===== config.mk =====
export PLATFORM = sky130hd
export DESIGN_NAME = r820_freq_gate
export DESIGN_NICKNAME = d
export VERILOG_FILES = /design/src/rtl/r820_pkg.sv /design/src/rtl/r820_holdoff_timer.sv /design/src/rtl/r820_freq_gate.sv
export SDC_FILE = /design/constraint.sdc
export NUM_CORES = 1
export LEC_CHECK = 0
export ABC_AREA = 1
export CAP_MARGIN = 5
export CORE_AREA = 4 4 102 104
export CTS_BUF_LIST = sky130_fd_sc_hd__clkbuf_4
export DETAILED_ROUTE_END_ITERATION = 8
export DIE_AREA = 0 0 106 108
export HOLD_SLACK_MARGIN = 0.03
export PLACE_DENSITY = 0.81
export SETUP_SLACK_MARGIN = 0.2
export SYNTH_ARGS = -nofsm -noshare
export SYNTH_HDL_FRONTEND = slang
export SYNTH_SLANG_ARGS = --single-unit

===== constraint.sdc =====
create_clock -name clock -period 3.7 [get_ports clock]
set_input_delay 0.74 -clock clock [delete_from_list [all_inputs] [get_ports clock]]
set_output_delay 0.74 -clock clock [all_outputs]
set_load 0.05 [all_outputs]

===== src/rtl/r820_pkg.sv =====
// Shared constants, state encoding and band helper for the R820 tuner control path.
// Also the home of the VHF threshold the R820 controller's vhf_on decision should use.
package r820_pkg;

    localparam int unsigned VHF_THR_DEF          = 585;
    localparam int unsigned IF_FREQ              = 4_000_000;
    localparam logic [31:0] F_MIN                = 32'd24_000_000;
    localparam logic [31:0] F_MAX                = 32'd1_766_000_000;
    localparam int unsigned HOLD_CYCLES_DEF      = 4096;
    localparam int unsigned BAND_HOLD_CYCLES_DEF = 65536;
    localparam int unsigned CNT_W_DEF            = 17;

    typedef enum logic [1:0] {
        IDLE   = 2'd0,
        COMMIT = 2'd1,
        HOLD   = 2'd2
    } state_t;

    // VHF only counts while running; a stopped tuner sits in no band.
    function automatic logic is_vhf(input logic [31:0] f, input logic r, input logic [15:0] thr);
        return (f[31:16] > thr) && r;
    endfunction

endpackage


===== src/rtl/r820_holdoff_timer.sv =====
// Loadable down-counter; done is high while the count sits at zero.
module r820_holdoff_timer
    import r820_pkg::*;
#(
    parameter int unsigned CNT_W = CNT_W_DEF
) (
    input  logic             clock,
    input  logic             reset,
    input  logic             load,
    input  logic [CNT_W-1:0] load_val,
    input  logic             dec,
    output logic             done
);

    logic [CNT_W-1:0] cnt;

    always_ff @(posedge clock) begin
        if (reset) begin
            cnt <= '0;
        end else if (load) begin
            cnt <= load_val;
        end else if (dec && (cnt != '0)) begin
            cnt <= cnt - CNT_W'(1);
        end
    end

    assign done = (cnt == '0);

endmodule


===== src/rtl/r820_freq_gate.sv =====
// Rate-limited freq/run feeder for the R820 I2C controller; band crossings get a long hold.
// Build option FREQ_CLAMP_EN clamps captured frequencies to [F_MIN, F_MAX] and adds `clamped`.
//
// state  | meaning
// IDLE   | no hold active; compare pending request against committed pair
// COMMIT | one cycle: publish pending pair, load hold-off timer
// HOLD   | hold-off running; new requests only overwrite the pending slot
module r820_freq_gate
    import r820_pkg::*;
#(
    parameter int unsigned HOLD_CYCLES      = HOLD_CYCLES_DEF,
    parameter int unsigned BAND_HOLD_CYCLES = BAND_HOLD_CYCLES_DEF,
    parameter int unsigned VHF_THR          = VHF_THR_DEF,
    parameter int unsigned CNT_W            = CNT_W_DEF
) (
    input  logic        clock,
    input  logic        reset,
    input  logic [31:0] rx_freq,
    input  logic        rx_run,
    input  logic        rx_valid,
    output logic [31:0] freq,
    output logic        run,
    output logic        busy,
`ifdef FREQ_CLAMP_EN
    output logic        clamped,
`endif
    output logic [15:0] drop_cnt
);

    localparam logic [CNT_W-1:0] LOAD_SHORT = CNT_W'(HOLD_CYCLES - 1);
    localparam logic [CNT_W-1:0] LOAD_BAND  = CNT_W'(BAND_HOLD_CYCLES - 1);
    localparam logic [15:0]      THR        = 16'(VHF_THR);

    state_t           state, state_nxt;
    logic [31:0]      pend_f;
    logic             pend_r;
    logic             pend_v;
    logic [31:0]      cap_f;
    logic             same_val;
    logic             long_hold;
    logic             commit;
    logic             consume;
    logic             tmr_load;
    logic             tmr_dec;
    logic             tmr_done;
    logic [CNT_W-1:0] tmr_val;

`ifdef FREQ_CLAMP_EN
    logic clamp_lo, clamp_hi;

    assign clamp_lo = (rx_freq < F_MIN);
    assign clamp_hi = (rx_freq > F_MAX);
    assign cap_f    = clamp_lo ? F_MIN : (clamp_hi ? F_MAX : rx_freq);

    always_ff @(posedge clock) begin
        if (reset) begin
            clamped <= 1'b0;
        end else begin
            clamped <= rx_valid && (clamp_lo || clamp_hi);
        end
    end
`else
    assign cap_f = rx_freq;
`endif

    assign same_val  = ({pend_f, pend_r} == {freq, run});
    assign long_hold = (is_vhf(pend_f, pend_r, THR) != is_vhf(freq, run, THR)) || (pend_r != run);
    assign busy      = (state != IDLE) || pend_v;

    always_ff @(posedge clock) begin
        if (reset) begin
            state <= IDLE;
        end else begin
            state <= state_nxt;
        end
    end

    always_comb begin
        state_nxt = state;
        commit    = 1'b0;
        consume   = 1'b0;
        tmr_load  = 1'b0;
        tmr_dec   = 1'b0;
        tmr_val   = long_hold ? LOAD_BAND : LOAD_SHORT;
        unique case (state)
            IDLE: begin
                if (pend_v) begin
                    if (same_val) begin
                        consume = 1'b1;
                    end else begin
                        state_nxt = COMMIT;
                    end
                end
            end
            COMMIT: begin
                commit    = 1'b1;
                consume   = 1'b1;
                tmr_load  = 1'b1;
                state_nxt = HOLD;
            end
            HOLD: begin
                if (tmr_done) begin
                    state_nxt = IDLE;
                end else begin
                    tmr_dec = 1'b1;
                end
            end
            default: state_nxt = IDLE;
        endcase
    end

    // A strobe coinciding with consumption of the slot is not a drop; it simply refills it.
    always_ff @(posedge clock) begin
        if (reset) begin
            freq     <= '0;
            run      <= 1'b0;
            pend_f   <= '0;
            pend_r   <= 1'b0;
            pend_v   <= 1'b0;
            drop_cnt <= '0;
        end else begin
            if (commit) begin
                freq <= pend_f;
                run  <= pend_r;
            end
            if (rx_valid) begin
                pend_f <= cap_f;
                pend_r <= rx_run;
                pend_v <= 1'b1;
                if (pend_v && !consume && (drop_cnt != 16'hFFFF)) begin
                    drop_cnt <= drop_cnt + 16'd1;
                end
            end else if (consume) begin
                pend_v <= 1'b0;
            end
        end
    end

    r820_holdoff_timer #(
        .CNT_W (CNT_W)
    ) u_timer (
        .clock    (clock),
        .reset    (reset),
        .load     (tmr_load),
        .load_val (tmr_val),
        .dec      (tmr_dec),
        .done     (tmr_done)
    );

endmodule


# == After elaboration in Yosys (flattened, before gate mapping) ==
# Cells that the tools add are included.
# totals
wordCells,52
in_bits,36
ff_bits,102
out_inout_bits,50
# op_classes
n_addsub,2
reduce_logical,16
eq_ne,9
order_cmp,2
muxes,15
# ops
cell,count
$mux W17,2
$eq A33 B33 Y1,1
$gt A16 B10 Y1 const B,2
$logic_not A17 Y1,1
$reduce_bool A17 Y1,1
$sub A17 B1 Y17 const B,1
$add A16 B1 Y16 const B,1
$mux W16,1
$ne A16 B16 Y1 const B,1
$mux W1,7
$mux W2,3
$ne A2 B2 Y1 const B,3
$pmux W2 S3,1
$reduce_bool A2 Y1,3
$logic_and A1 B1 Y1,5
$reduce_and A3 Y1,1
$eq A2 B1 Y1 const B,1
$eq A2 B2 Y1 const B,1
$logic_not A2 Y1,1
$logic_or A1 B1 Y1,2
$ne A1 B1 Y1,2
$pmux W1 S2,1
$reduce_and A2 Y1,1
$logic_not A1 Y1,1

# == Depth between registers and ports, before layout ==
# logic_depth
ltp_word,8
mapped_depth,13
ltp_nobuf,13

# == Hierarchy ==
# Synthesis repeated with hierarchy kept, for this count alone.
# unflattened
hier_cells,821
area_unflattened_um2,5424.0
# by_module_without_submodules
mod,area_each_um2,n_inst,cells_per_inst,seq_area_each_um2
r820_freq_gate,4236.6,1,621,1701.6
r820_holdoff_timer,1187.4,1,200,340.3

# == Worst setup path before layout ==
# Ideal clock, no wire load.
# synth_timing
kind,reg2reg
from,reg drop_cnt[0]
to,reg drop_cnt[12]
stages_incl_launch_ff,11
setup_time_ns,0.070
required_time_ns,3.630
path_buffers,1
arrival_time_ns,2.089
period_less_slack_ns,2.159
slack_ns,1.541
cell_sequence,dfxtp_1 ha_1 nand2_1 nor2_4 nand2_2 nor3_4 nand3_4 nand4_4 buf_6 nand2_1 a21oi_2
# synth_via
elab_chain_len,3
elab_cells_between_ends,4
cone_classes,add/sub: 1; eq/ne: 1; reduce/logical: 2
# synth_rtl
element,line,text
"start, declared",r820_freq_gate.sv:27,output logic [15:0] drop_cnt
"start signal, assigned",r820_freq_gate.sv:131,drop_cnt <= drop_cnt + 16'd1;
branches (longest 3 deep; another with $add A16 B1 Y16),--,
# Parallel ways; which one is timed is not known.
# A chain may end at the register's enable or synchronous reset.

# == Final worst setup path ==
# layout_timing
from,reg state[0]
to,out busy
# layout_via
elab_chain_len,2
# layout_rtl
element,line,text
"start, declared",r820_freq_gate.sv:34,"state_t state, state_nxt;"
"start signal, assigned",r820_freq_gate.sv:74,state <= state_nxt;
$reduce_bool A2 Y1,r820_freq_gate.sv:68,assign busy = (state != IDLE) || pend_v;
$logic_or A1 B1 Y1,r820_freq_gate.sv:68,
"end, declared",r820_freq_gate.sv:23,"output logic busy,"
# No other way between the ends.

==> results.py <==
metrics = {
    "power_and_ir_drop": {
        "finalPower_uw": 2360,
        "ir_worst_vdd_mv": 0.237,
        "power_density_nw_per_um2": 382,
        "power.leakage_uw": 0.00248,
    },
    "final_layout": {
        "regArea_um2": 2040,
        "multi_input_area_um2": 2590,
        "drive_gt1_share_pct": 6.44,
        "final_common_cell": "nand2_1",
        "mostFrequentLayoutCells": "nand2_1 (167), dfxtp_1 (102), inv_1 (86), clkdlybuf4s50_1 (85), o21ai_0 (84)",
        "num_antenna_cells": 0,
        "area_growth_pct": 20.2,
        "n_fill_cell": 866,
        "finalNetCount": 873,
    },
    "synth": {
        "syn_nets": 801,
        "synth_fa_ha_area_share_pct": 0.486,
        "avgSynthCellArea_um2": 6.75,
        "synth_cell_type_count": 32,
        "synth_compound_area_share_pct": 18.8,
        "ys_seq_area_share_pct": 39.7,
        "synth_mux_area_share_pct": 0,
        "netlist_instances": 763,
        "synth_xor_area_share_pct": 3.91,
        "synth.area.top_cells": "dfxtp_1 (40%), nand2_1 (12%), o21ai_0 (8.2%)",
        "netlist.area_leader.share_pct": 39.7,
        "synthSimpleGateAreaFrac_pct": 27.2,
        "ys_warn_count": 0,
        "synth_top_family_by_area": "simple AND/OR/NAND/NOR gates",
        "yosys.area.top_type": "dfxtp_1",
        "syn-cell-area_um2": 5150,
        "synth-seq-cells": 102,
    },
    "drt": {
        "vias_per_cell": 5.36,
        "vias": 5210,
        "drc": 0,
        "post_drt_wl_per_cell_um": 13.6,
        "final_antenna_net_count": 0,
        "drt_iter0_drc": 286,
        "firstDrtPassIters": 5,
        "wl_mm": 13.3,
    },
    "cts": {
        "cts_hold_buffers": 0,
        "clk-insertion-delay-late_ns": 0.45,
        "cts_tree": "built",
        "clock_path_buffers": 2,
        "clock_sinks": 102,
        "cts_setup_buffers": 0,
        "htree_levels": 3,
        "numCtsBuffers": 9,
        "ctsResizeCount": 0,
        "path_clk_slew_ns": 0.14,
        "root_buffer": "clkbuf_4",
    },
    "setup_path": {
        "crit_type": "reg -> out",
        "cp.required_ns": 2.96,
        "cpMaxStageDelayCell": "clkdlybuf4s50_1",
        "critPathMaxStageDelay_ns": 0.74,
        "crit_path_cell_trace": "nor2_1 > nand2_1 > clkdlybuf4s50_1",
        "arrival_ns": 2.00,
        "startpoint_type": "flip-flop",
        "cp-end-kind": "primary output",
        "crit_buf_inv": 1,
        "cp_max_fo": 4,
        "crit_family": "buffers and inverters",
    },
    "grt": {
        "grtUsageTotal_pct": 23.7,
        "antenna_found_initial": 0,
        "grt_max_degree": 74,
        "grt_first_pass_wirelength_mm": 22.5,
        "grt_pass1_vias": 5002,
        "grt-ovfl-total": 0,
    },
    "sta": {
        "fin_crit_ns": 2.74,
        "finalMaxSlewViolations": 0,
        "fin_skew_ns": 0.0155,
        "worst_slew_margin_rel_pct": 55.3,
        "grt_setup_unrepaired": "false",
        "setup_tns_ns": 0,
        "fmax_mhz": 365,
        "report.final.setup_viol": 0,
        "fin_ws_ns": 0.959,
        "worstMarginPinSlew_ns": 0.669,
        "hold_viol": 0,
        "timing.final.crit_share_pct": 74.1,
    },
    "job": {
        "max_cap_viol_count": 0,
    },
    "floorplanning": {
        "io_pins": 86,
        "fp.coreArea_um2": 9550,
        "die_area_um2": 11400,
        "die_w_um": 106,
        "rows": 36,
        "start_util_pct": 53.9,
        "die_height_um": 108,
    },
    "hold_path": {
        "min_path_type": "reg -> reg",
    },
    "placement": {
        "hpwl_mm": 9.61,
        "portBuffers": 85,
        "post-place-ws_ns": 1.28,
        "place.gp.congestion": 0.919,
    },
    "outcome": {
        "status": "completed",
    },
}
## through the flow
stage / area [µm²] / std cells / hold slack [ns] / utilization (%)
final: 6180 / 972 / 0.482 / 64.8
after global placement: 6080 / 957 / 0.454 / 63.7
after floorplan: 5150 / 763 / 0.440 / -
after detailed placement: 6080 / 957 / 0.462 / 63.7
after CTS: 6180 / 972 / 0.478 / 64.8
after global routing: 6180 / 972 / 0.489 / 64.8
## tightest hold or removal path, cell delays in order (launching register included)
cell	delay, ns
dfxtp_1	0.34
nand3_1	0.07
a41oi_1	0.04
## registers in the layout, summed over array words and instances, names as in the netlist
register     count
state            2
run              1
pend_f          32
freq            32
drop_cnt        16
pend_r           1
pend_v           1
u_timer.cnt     17
## worst paths after layout
| path | start | to | slack, ns | cells past startpoint |
|---|---|---|---|---|
| worst max-delay path | state[0]$_SDFFE_PP0P_ | busy | 0.96 | 3 |
| worst min-delay path | u_timer.cnt[16]$_SDFFE_PP0P_ | u_timer.cnt[16]$_SDFFE_PP0P_ | 0.48 | 2 |
| worst max register to register | state[1]$_SDFFE_PP0P_ | drop_cnt[9]$_SDFFE_PP0P_ | 1.60 | 8 |
| worst min register to register | u_timer.cnt[16]$_SDFFE_PP0P_ | u_timer.cnt[16]$_SDFFE_PP0P_ | 0.48 | 2 |
## layout make-up
type                            count  share of cell area, %
Multi-Input combinational cell    527                   41.9
Sequential cell                   102                   33.0
Timing Repair Buffer               90                   14.4
Inverter                          105                   6.37
Tap cell                          133                   2.69
Clock buffer                       10                   1.21
Clock inverter                      5                  0.445
## report_power, final
group / leakage (µW) / switching, µW / total (µW) / internal, µW
clock: 0.0000533 / 352 / 489 / 137
sequential: 0.000837 / 68.6 / 1240 / 1170
combinational: 0.00159 / 403 / 629 / 225
## synth_stat cells
cell / instances
nand2_1: 167
dfxtp_1: 102
inv_1: 86
o21ai_0: 84
nor2_1: 77
a21oi_1: 76
clkbuf_1: 27
nand4_1: 27
nand3_1: 23
inv_2: 15
xor2_1: 15
a21oi_2: 10
nor3_1: 10
a31oi_1: 8
xnor2_1: 8
clkinv_1: 4
nor2_2: 4
ha_1: 2
nand2_2: 2
nand3b_1: 2
o211ai_1: 2
or2_1: 2
a41oi_1: 1
buf_4: 1
buf_6: 1
nand3_4: 1
nand4_4: 1
nor2_4: 1
nor3_2: 1
nor3_4: 1
nor4_1: 1
o21ai_1: 1
## metal layers
layer  global-route usage (%)  vias up  part of all wire, %
met5                        0        -                    0
met2                     41.6      173                   48
met3                     4.66       31                  6.0
met4                     7.77        0                  2.2
li1                         -     2622                    -
met1                     29.4     2384                   43
## logic make-up after synthesis
logic type | Yosys count
AND/OR/NAND/NOR | 320
flip-flops | 102
adder cells (fa/ha/maj) | 2
XOR/XNOR | 23
AO/OA/AOI/OAI | 182
buffers and inverters | 134
(Power assumes the default switching activity.)
